===== src/rtl/print_string_engine.sv =====
// Print-string syscall engine: walks a NUL-terminated byte string through a
// dedicated memory read port and streams characters to a valid/ready console sink.
module print_string_engine #(
   parameter int MAX_LEN = 1024
) (
   input  logic        clk,
   input  logic        rst_n,
   input  logic        start,
   input  logic [31:0] start_addr,
   output logic        stall,
   output logic        busy,
   output logic        done,
   output logic        truncated,
   output logic        mem_rd_en,
   output logic [31:0] mem_rd_addr,
   input  logic [31:0] mem_rd_data,
   output logic        char_valid,
   output logic [7:0]  char_data,
   input  logic        char_ready
);

   typedef enum logic [2:0] {
      ST_IDLE  = 3'd0,
      ST_FETCH = 3'd1,
      ST_LOAD  = 3'd2,
      ST_EMIT  = 3'd3,
      ST_DONE  = 3'd4
   } state_t;

   localparam logic [15:0] MAX_COUNT = 16'(MAX_LEN);

   state_t      state_r;
   state_t      state_s;
   logic [31:0] ptr_r;
   logic [31:0] ptr_s;
   logic [15:0] count_r;
   logic [15:0] count_s;
   logic [15:0] count_inc_s;
   logic [31:0] word_r;
   logic [31:0] word_s;
   logic        trunc_r;
   logic        trunc_s;
   logic [7:0]  cur_byte_s;
   logic [7:0]  next_byte_s;

   // Little-endian lane select: lane 0 is the lowest-addressed byte.
   function automatic logic [7:0] lane_byte(input logic [31:0] w, input logic [1:0] lane);
      logic [7:0] b;
      case (lane)
         2'd0:    b = w[7:0];
         2'd1:    b = w[15:8];
         2'd2:    b = w[23:16];
         2'd3:    b = w[31:24];
         default: b = 8'h00;
      endcase
      return b;
   endfunction

   assign cur_byte_s  = lane_byte(word_r, ptr_r[1:0]);
   assign next_byte_s = lane_byte(word_s, ptr_s[1:0]);
   assign count_inc_s = count_r + 16'd1;
   assign stall       = start | busy;

   // Next-state and datapath update for the string walk.
   always_comb begin
      state_s = state_r;
      ptr_s   = ptr_r;
      count_s = count_r;
      word_s  = word_r;
      trunc_s = trunc_r;
      case (state_r)
         ST_IDLE: begin
            if (start) begin
               ptr_s   = start_addr;
               count_s = 16'd0;
               trunc_s = 1'b0;
               state_s = ST_FETCH;
            end else begin
               state_s = ST_IDLE;
            end
         end
         ST_FETCH: begin
            state_s = ST_LOAD;
         end
         ST_LOAD: begin
            word_s  = mem_rd_data;
            state_s = ST_EMIT;
         end
         ST_EMIT: begin
            if (cur_byte_s == 8'h00) begin
               trunc_s = 1'b0;
               state_s = ST_DONE;
            end else if (char_ready) begin
               ptr_s   = ptr_r + 32'd1;
               count_s = count_inc_s;
               if (count_inc_s == MAX_COUNT) begin
                  trunc_s = 1'b1;
                  state_s = ST_DONE;
               end else if (ptr_r[1:0] == 2'd3) begin
                  state_s = ST_FETCH;
               end else begin
                  state_s = ST_EMIT;
               end
            end else begin
               state_s = ST_EMIT;
            end
         end
         ST_DONE: begin
            state_s = ST_IDLE;
         end
         default: begin
            state_s = ST_IDLE;
         end
      endcase
   end

   // Engine state registers.
   always_ff @(posedge clk or negedge rst_n) begin
      if (!rst_n) begin
         state_r <= ST_IDLE;
         ptr_r   <= 32'd0;
         count_r <= 16'd0;
         word_r  <= 32'd0;
         trunc_r <= 1'b0;
      end else begin
         state_r <= state_s;
         ptr_r   <= ptr_s;
         count_r <= count_s;
         word_r  <= word_s;
         trunc_r <= trunc_s;
      end
   end

   // Outputs are registered from the next-state values so they line up with
   // the state they describe and never glitch.
   always_ff @(posedge clk or negedge rst_n) begin
      if (!rst_n) begin
         busy        <= 1'b0;
         done        <= 1'b0;
         truncated   <= 1'b0;
         mem_rd_en   <= 1'b0;
         mem_rd_addr <= 32'd0;
         char_valid  <= 1'b0;
         char_data   <= 8'h00;
      end else begin
         busy        <= (state_s == ST_FETCH) || (state_s == ST_LOAD) || (state_s == ST_EMIT);
         done        <= (state_s == ST_DONE);
         truncated   <= (state_s == ST_DONE) && trunc_s;
         mem_rd_en   <= (state_s == ST_FETCH);
         mem_rd_addr <= {2'b00, ptr_s[31:2]};
         char_valid  <= (state_s == ST_EMIT) && (next_byte_s != 8'h00);
         char_data   <= (state_s == ST_EMIT) ? next_byte_s : 8'h00;
      end
   end

endmodule


===== config.mk =====
export PLATFORM = sky130hd
export DESIGN_NAME = print_string_engine
export DESIGN_NICKNAME = d
export VERILOG_FILES = /design/src/rtl/print_string_engine.sv
export SDC_FILE = /design/constraint.sdc
export NUM_CORES = 1
export LEC_CHECK = 0
export CAP_MARGIN = 10
export CORE_UTILIZATION = 47
export DETAILED_ROUTE_END_ITERATION = 6
export GPL_TIMING_DRIVEN = 0
export PLACE_DENSITY_LB_ADDON = 0.05
export SYNTH_ARGS = -nofsm -noshare
export SYNTH_HDL_FRONTEND = slang
export SYNTH_SLANG_ARGS = --single-unit

===== constraint.sdc =====
create_clock -name clk -period 2.71 [get_ports clk]
set_clock_uncertainty 0.2 [all_clocks]
set_input_delay 0.6775 -clock clk [delete_from_list [all_inputs] [get_ports clk]]
set_output_delay 0.6775 -clock clk [all_outputs]
set_load 0.02 [all_outputs]

# Word-level counts from Yosys, hierarchy flattened
# Cells that the tools add are included.
[op_classes]
reduce_logical = 11
n_mux = 23
bitwise = 1
n_addsub = 2
n_eq_ne = 17
[op_table]
columns = ["cell", "count"]
rows = [
  ["2-to-1 mux 32 bit", 4],
  ["case mux 32 bit (2 select lines)", 1],
  ["case mux 8 bit (4 select lines)", 2],
  ["2-to-1 mux 16 bit", 3],
  ["adder 32 x 1 -> 32 bit (second input constant)", 1],
  ["case mux 16 bit (2 select lines)", 1],
  ["adder 16 x 1 -> 16 bit (second input constant)", 1],
  ["equality test 16 x 11 -> 1 bit (second input constant)", 1],
  ["equality test 3 x 2 -> 1 bit (second input constant)", 4],
  ["case mux 3 bit (4 select lines)", 1],
  ["2-to-1 mux 3 bit", 3],
  ["equality test 2 bit (second input constant)", 4],
  ["logical NOT 8 bit", 1],
  ["2-to-1 mux 8 bit", 1],
  ["nonzero test 8 bit", 1],
  ["equality test 3 x 1 -> 1 bit (second input constant)", 2],
  ["inequality test 2 bit (second input constant)", 3],
  ["2-to-1 mux 1 bit", 5],
  ["equality test 2 x 1 -> 1 bit (second input constant)", 2],
  ["logical NOT 2 bit", 2],
  ["AND reduction 4 bit", 1],
  ["equality test 3 bit (second input constant)", 1],
  ["logical NOT 3 bit", 1],
  ["logical AND 1 bit", 2],
  ["other kinds (5)", 6],
]
[totals]
out_inout_bits = 46
reg_bits = 127

# Longest topological paths before layout
# Gate-level depths: netlist of the first run.
[logic_depth]
word_depth = 9
mapped_depth = 13
ltp_nobuf = 12

# Least setup slack after synthesis of the first run
# OpenSTA, ideal clock, no wires.
[synth_path]
path_type = "input -> register"
startpoint = "in start"
endpoint = "reg char_valid"
cell_stages = 11
path_slack_ns = -0.336
n_path_buf = 2
t_arrival_ns = 2.701
setup_ns = 0.145
cell_sequence = "clkbuf_1 -> nand2_1 -> a21oi_1 -> nand3_1 -> a221oi_4 -> inv_2 -> buf_6 -> mux2i_1 -> mux2i_1 -> nor4b_2 -> a41oi_2"
[synth_via]
elab_chain_cells = 6
[synth_rtl]
columns = ["item", "line", "rtl"]
rows = [
  ["start: declaration", "8", "input logic start,"],
  ["2-to-1 mux 32 bit *", "73", "if (start) begin"],
  ["case mux 32 bit (2 select lines) *", "71", "case (state_r)"],
  ["via ptr_s[0]", "35", "logic [31:0] ptr_s;"],
  ["equality test 2 bit, or another cell as far along", "49", "case (lane)"],
  ["case mux 8 bit (4 select lines) *", "49", ""],
  ["nonzero test 8 bit *", "151", "char_valid <= (state_s == ST_EMIT) && (next_byte_s != 8'h00);"],
  ["logical AND 1 bit *", "151", ""],
  ["end signal: assignment", "151", ""],
  ["end: declaration", "17", "output logic char_valid,"],
]
# The timed path passes the listed nets; every way through them passes the cells marked *.
# A chain may end at the register's enable or synchronous reset.

# Worst setup path after layout of the first run
[layout_path]
startpoint = "reg word_r[11]"
endpoint = "reg char_valid"
[layout_via]
elab_chain_cells = 8
[layout_rtl]
columns = ["item", "line", "rtl"]
rows = [
  ["start: declaration", "39", "logic [31:0] word_r;"],
  ["start signal: assignment", "129", "word_r <= word_s;"],
  ["case mux 8 bit (4 select lines)", "49", ""],
  ["logical NOT 8 bit", "90", "if (cur_byte_s == 8'h00) begin"],
  ["2-to-1 mux 32 bit", "90", ""],
  ["case mux 32 bit (2 select lines)", "71", ""],
  ["equality test 2 bit, or another cell as far along", "49", ""],
  ["case mux 8 bit (4 select lines)", "49", ""],
  ["nonzero test 8 bit", "151", ""],
  ["logical AND 1 bit *", "151", ""],
]
# Mark *: on every way between the ends. The rest lies on a longest branch, timed or not.

==> summary.md, run 1 <==
| Metric | Value |
|---|---|
| Status | finished, violations left |
| Failing checks | negative setup slack |
| Final Max Tran Viols | 0 |
| Hold Path Class | in -> async |
| Final Hold Fails | 0 |
| Hold slack | 0.0829 ns |
| Top-area cell type share of the netlist area | 44.1% |
| Worst Path Max Fanout | 6 |
| Unrepaired setup endpoints after global routing | yes |
| Wire length per cell | 18.8 um |
| Row cnt | 38 |
| Layout net count | 796 |
| R2r setup slk | -0.38 ns |
| Number of synthesized flops with an enable pin | 0 |
| Maximum vdd ir drop | 0.000926 V |
| All-Layer GR Usage | 27.4% |
| Main synth FF type | dfrtp_1 |
| Crit Path Category | reg -> reg |
| Number of remaining DRC errors | 0 |
| Tcrit/Tclk final | 114% |
| Post-route ant nets | 0 |
| Yosys reg bits | 96 |
| Largest net degree at the start of global routing | 63 |
| Port-buffer cells | 110 |
| Lkg Pwr | 0.00320 uW |
| Skew-Pair Late Insertion Delay | 0.35 ns |
| Post-Synthesis Cells | 570 |
| Synth cell types | 65 |
| Share of layout cells above drive strength 1 | 27.5% |
| Crit end category | flip-flop |
| F_max | 323 MHz |
| Number of global-route vias before repair | 4813 |
| Die area | 12000 um2 |
| Worst Reg2Reg Path Length in Cells | 10 |
| Largest stage delay on the critical path | 0.57 ns |
| # fillers | 822 |
| Final core occ | 70.0% |
| Slew HR | 49.4% |
| Max-cap violations | 0 |
| Starting Density | 49.2% |
| Count leader, synth | dfrtp_1 |
| Die H | 110 um |
| Synthesized area per cell | 9.56 um2 |
| TritonCTS clock tree | yes |
| Total routed wirelength | 16.3 mm |
| Post-DP HPWL | 11.1 mm |
| GRT overflow | 0 |
| Register area share after synthesis | 44.1% |
| PD cells | 1240 nW/um2 |
| Minimum clock period | 3.09 ns |
| Critical Path Source Type | flip-flop |
| Ant diodes | 0 |
| Via/cell ratio | 5.88 |
| Core footprint | 11100 um2 |
| CTS Sinks | 96 |
| Cell taking the most area after synthesis | dfrtp_1 |
| Synth top area cells | dfrtp_1, mux2_2, buf_4, nand2_1, o21ai_0 |
| Slowest cell on crit path | or4_4 |
| Clk root buf | clkbuf_16 |
| Post-route worst setup slack | -0.384 ns |
| Setup TNS | -1.53 ns |
| DRT Pass-1 Iters | 5 |
| 1st-iter DRT viols | 344 |
| Post-synthesis async set-or-reset flop share | 100% |
| CP arrival | 3.11 ns |
| Critical Path RT | 2.72 ns |
| Num ports | 114 |
| Critical Path, Cell by Cell | or4_4 -> o21ai_4 -> and4bb_4 -> nor4_4 -> a221oi_4 -> buf_6 -> mux2i_4 -> mux2i_4 -> nor4b_4 -> a41oi_2 |
| DIE WIDTH | 110 um |
| Clk pin slew, worst setup/hold paths | 0.07 ns |
| Dpl ws | -0.822 ns |
| Actual slew at the worst max-slew pin | 0.756 ns |
| GPL Wtd Cong | 0.858 |
| Synth Cell Area | 5450 um2 |
| Routed vias | 5104 |
| Most used cell, CP | mux2i_4 |
| Synth top cells by count | dfrtp_1, nand2_1, o21ai_0 |
| First-pass GRT wire length | 24.5 mm |
| Initial antenna violation count | 0 |
| Max Root-Sink Buffers | 2 |
| Final setup viols | 13 |
| CTS Buf Count | 9 |
| Warnings from Yosys | 0 |
| H-tree level count | 3 |
| Area growth from synthesis to layout | 42.3% |
## final timing paths
path                             from          end
max reg2reg                word_r[11]   char_valid
min reg2reg                count_r[9]   count_r[9]
max                        word_r[11]   char_valid
min in group clk           count_r[9]   count_r[9]
min                             rst_n  count_r[14]
max in group asynchronous       rst_n     ptr_r[1]
## cells by family (layout without fill, tap and decap cells)
kind of cell,Yosys count,after routing,share of synthesized area [%]
flip-flops,96,96,44.1
XOR/XNOR,5,5,0.804
AO/OA/AOI/OAI,137,138,17.0
AND/OR/NAND/NOR,207,207,19.3
other,1,2,0.0689
buffers and inverters,66,222,7.10
multiplexers,53,53,10.5
adder cells (fa/ha/maj),5,5,1.15
## per-layer routing
layer  global-route usage, %  routed length (um)  vias to the layer above
li1                        -                   -                     2367
met1                    35.6                6690                     2493
met2                    44.9                8150                      211
met3                    4.74                1050                       33
met4                    12.1                 424                        0
met5                       0                   0                        -
## timing repair
item,CTS,global route
hold endpoints to repair,0,0
pin swaps,13,16
setup endpoints to repair,50,55
cloned,1,0
buffers inserted,13,18
hold buffers,0,0
resized for setup,36,62
## through the flow
step,instances,area [um2],power [uW]
finish,868,7750,9650
global route,868,7750,10200
global placement,821,6750,6860
CTS,851,7390,9020
floorplan,571,5470,5440
detailed placement,822,6780,6960
## cell usage in the layout, fill, tap and decap left out, types with 5 or more instances in the layout
| cell type | instances |
|---|---|
| a21oi_1 | 21 |
| and3_1 | 14 |
| a31oi_1 | 10 |
| nor3_1 | 12 |
| o21ai_0 | 40 |
| o21ai_1 | 8 |
| clkbuf_16 | 9 |
| o211ai_1 | 7 |
| nor2_1 | 35 |
| nor4_1 | 6 |
| buf_6 | 5 |
| nand2_1 | 61 |
| inv_1 | 6 |
| mux2i_4 | 6 |
| a22oi_1 | 5 |
| nor2_2 | 8 |
| a221o_1 | 8 |
| mux2i_1 | 11 |
| nor3_2 | 5 |
| buf_4 | 60 |
| nand3_1 | 13 |
| dfrtp_1 | 94 |
| mux2_2 | 33 |
| clkdlybuf4s50_1 | 109 |
| clkbuf_1 | 12 |
| nand4_1 | 6 |
## worst max-delay path, delay by kind of cell (launching register included)
kind                   cells  cell delay [ns]
AND/OR/NAND/NOR            4             1.19
AO/OA/AOI/OAI              3             0.54
multiplexers               2             0.41
flip-flops                 1             0.39
buffers and inverters      1             0.22
## final cells by class
cell class / instances / area [um2] / share of cell area (%)
multi-input combinational: 410 / 3040 / 39.2
inverter: 9 / 38.8 / 0.500
tap: 140 / 175 / 2.26
clock inverter: 5 / 103 / 1.32
sequential: 96 / 2400 / 31.0
clock buffer: 11 / 253 / 3.26
buffer: 55 / 367 / 4.73
timing repair buffer: 142 / 1370 / 17.7
## power breakdown
group | internal, uW | switching (uW) | total (uW)
logic | 2680 | 2940 | 5630
clock network | 951 | 570 | 1520
registers | 1990 | 516 | 2500
total | 5620 | 4030 | 9650
Power figures use the tool's default switching activity.
==> run 2, diff against run 1 <==
--- a/config.mk
+++ b/config.mk
@@ -5,10 +5,12 @@
 export SDC_FILE = /design/constraint.sdc
 export NUM_CORES = 1
 export LEC_CHECK = 0
+export ABC_AREA = 1
 export CAP_MARGIN = 10
-export CORE_UTILIZATION = 47
+export CORE_UTILIZATION = 48
 export DETAILED_ROUTE_END_ITERATION = 6
 export GPL_TIMING_DRIVEN = 0
+export MAX_ROUTING_LAYER = met4
 export PLACE_DENSITY_LB_ADDON = 0.05
 export SYNTH_ARGS = -nofsm -noshare
 export SYNTH_HDL_FRONTEND = slang
==> run 2 against run 1 <==
Effect of this change: combinational power up 5.7%; hold slack worse by 0.0088 ns; critical endpoint unchanged; the run ends with design-rule violations left; global-route usage up 0.10 points; area after synthesis up 7.3%; clock-buffer cell count down 1; sequential power up 4%.
==> summary.md, run 2 <==
| Metric | Value |
|---|---|
| Net Sw Frac | 44.9% (+3.1 points) |
| Final Hold Fails | 0 (unchanged) |
| Actual slew at the worst max-slew pin | 0.654 ns (-0.102 ns) |
| Maximum vdd ir drop | 0.000767 V (-17%) |
| Yosys reg bits | 96 (unchanged) |
| Max-cap violations | 0 (unchanged) |
| Synthesized area per cell | 8.22 um2 (-14%) |
| R2r setup slk | 0.08 ns (+0.46 ns) |
| Die area | 12600 um2 (+4.9%) |
| Cell taking the most area after synthesis | dfrtp_1 |
| Number of synthesized flops with an enable pin | 0 (unchanged) |
| Via/cell ratio | 5.32 (-9.5%) |
| Skew-Pair Late Insertion Delay | 0.36 ns (about the same) |
| Tcrit/Tclk final | 97.2% (-17 points) |
| Worst Setup SP | ptr_r[0] |
| Critical Path RT | 2.75 ns (+0.03 ns) |
| Count leader, synth | nand2_1 |
| Worst Path Max Fanout | 7 (+1) |
| Num ports | 114 (unchanged) |
| Max Root-Sink Buffers | 2 (unchanged) |
| Number of remaining DRC errors | 7 (+7) |
| First-pass GRT wire length | 26.2 mm (+7.0%) |
| Initial antenna violation count | 0 (unchanged) |
| Main synth FF type | dfrtp_1 |
| Top-area cell type share of the netlist area | 41.1% (-3.0 points) |
| Synth top cells by count | nand2_1, dfrtp_1, nor2_1 |
| Sequential share of power | 26.0% (about the same) |
| Lkg Pwr | 0.00351 uW (+9.7%) |
| Post-DP HPWL | 12.0 mm (+7.6%) |
| H-tree level count | 3 (unchanged) |
| Post-synthesis async set-or-reset flop share | 100% (unchanged) |
| Hold slack | 0.0741 ns (-0.00877 ns) |
| Die H | 112 um (+2.4%) |
| Minimum clock period | 2.63 ns (-0.460 ns) |
| Internal power | 5500 uW (-2.1%) |
| CTS Sinks | 96 (unchanged) |
| Crit end category | flip-flop |
| Synth Cell Area | 5840 um2 (+7.3%) |
| Failing checks | design-rule violations |
| Register area share after synthesis | 41.1% (-3.0 points) |
| Routed vias | 5391 (+5.6%) |
| Unrepaired setup endpoints after global routing | yes |
| Combinational group share of total power | 59.6% (+1.3 points) |
| DRT Pass-1 Iters | 7 (+2) |
| Core footprint | 11700 um2 (+5.3%) |
| Total routed wirelength | 16.6 mm (+1.5%) |
| RR Startpoint | ptr_r[0] |
| Final Max Tran Viols | 0 (unchanged) |
| 1st-iter DRT viols | 432 (+26%) |
| TritonCTS clock tree | yes |
| GRT overflow | 0 (unchanged) |
| Commonest non-fill, non-tap cell in the layout | nand2_1 |
| Setup TNS | 0 ns (+1.53 ns) |
| Commonest non-fill, non-tap cells in the layout | nand2_1, clkdlybuf4s50_1, dfrtp_1, nor2_1, inv_1 |
| Status | finished, violations left |
| DIE WIDTH | 112 um (+2.4%) |
| Largest net degree at the start of global routing | 65 (+3.2%) |
| CP arrival | 2.68 ns (-0.43 ns) |
| Port-buffer cells | 111 (+0.91%) |
| Starting Density | 50.1% (+0.93 points) |
| Warnings from Yosys | 0 (unchanged) |
| Ant diodes | 0 (unchanged) |
| PD cells | 1250 nW/um2 (+0.39%) |
| Clk pin slew, worst setup/hold paths | 0.07 ns (about the same) |
| GPL Wtd Cong | 0.907 (+5.8%) |
| Wire length per cell | 16.3 um (-13%) |
| Layout net count | 938 (+18%) |
| Crit Path Category | reg -> reg |
| Hold Path Class | in -> async |
| Slew HR | 56.4% (+7.0 points) |
| Number of global-route vias before repair | 5292 (+10%) |
| Area growth from synthesis to layout | 36.8% |
| Sw Pwr | 4480 uW (+11%) |
| All-Layer GR Usage | 27.5% (+0.10 points) |
| Clk root buf | clkbuf_16 |
| Final setup viols | 0 (-13) |
| Row cnt | 39 (+2.6%) |
| Share of layout cells above drive strength 1 | 23.0% (-4.5 points) |
| Critical Path Source Type | flip-flop |
| Synth cell types | 45 (-31%) |
| Post-Synthesis Cells | 711 (+25%) |
| Synth top area cells | dfrtp_1, nand2_1, nand3_1, nor2_1, inv_1 |
| CTS Buf Count | 9 (unchanged) |
| Post-route ant nets | 0 (unchanged) |
| F_max | 380 MHz (+17%) |
| Clock power frac | 14.3% (-1.5 points) |
## run 2: cell type report
type                       count  area (um2)
inverter                      81         309
tap                          143         179
timing repair buffer         142        1380
multi-input combinational    485        3040
fill                        1003        3670
clock buffer                  10         239
sequential                    96        2400
buffer                        50         345
clock inverter                 6        91.3
## run 2: metrics by stage
stage	setup slack, ns	util [%]	cell area [um2]	total power, uW	std cells
after global placement	-2.88	61.2	7140	7510	966
after floorplan	0.347	-	5850	6000	712
after global routing	-0.107	68.5	7990	10700	1013
after CTS	0.00499	64.4	7520	9100	985
final	0.0763	68.5	7990	9980	1013
after detailed placement	-0.581	61.4	7160	7630	967
## run 2: cell families after synthesis
group	Yosys count	synth area share, %
and+or+nand+nor	327	26.4
muxes	24	4.60
xor gates and xnor gates	32	4.93
other	1	0.0642
DFF	96	41.1
AOI/OAI and AO/OA	95	10.8
buffers and inverters	131	10.9
adders and majority gates	5	1.07
## run 2: path summary, 6_finish.rpt
path | end | depth (start not counted)
worst max-delay path | char_valid | 18
worst min register to register | word_r[8] | 1
worst max register to register | char_valid | 18
min in group clk | word_r[8] | 1
max in group asynchronous | count_r[0] | 2
worst min-delay path | asynchronous set/reset pin | 1
## run 2: critical path: stages (launching register included)
cell	delay, ns
dfrtp_1	0.41
inv_2	0.14
ha_4	0.15
inv_1	0.04
nor2_1	0.09
nand4_1	0.14
buf_4	0.19
buf_4	0.13
nand3_2	0.06
nand3_2	0.08
nand2_4	0.19
buf_6	0.16
nor2_1	0.04
nor2_1	0.10
nand3_1	0.07
nand2_1	0.09
nand2_1	0.07
nor2_1	0.09
a21oi_1	0.07
## run 2: layer usage
metal / global-route usage [%] / routed length [um] / share of wire [%] / vias up
met3: 3.78 / 916 / 5.5 / 23
met5: - / 0 / 0 / -
met4: 11.0 / 343 / 2.1 / 0
li1: - / - / - / 2654
met2: 43.2 / 7820 / 47 / 193
met1: 36.1 / 7480 / 45 / 2521
## run 2: power by group through the flow
stage               sequential, uW  combinational [uW]  clock [uW]
global placement              2580                4930           0
detailed placement            2610                5010           0
finish                        2600                5950        1430
floorplan                     2540                3460           0
global route                  2690                6470        1510
CTS                           2590                5060        1450
## run 2: repair_timing
action	CTS	global route
setup endpoints to repair	18	35
gates resized for setup	8	68
setup buffers	2	27
hold buffers	0	0
gates cloned	0	1
pin swaps	0	33
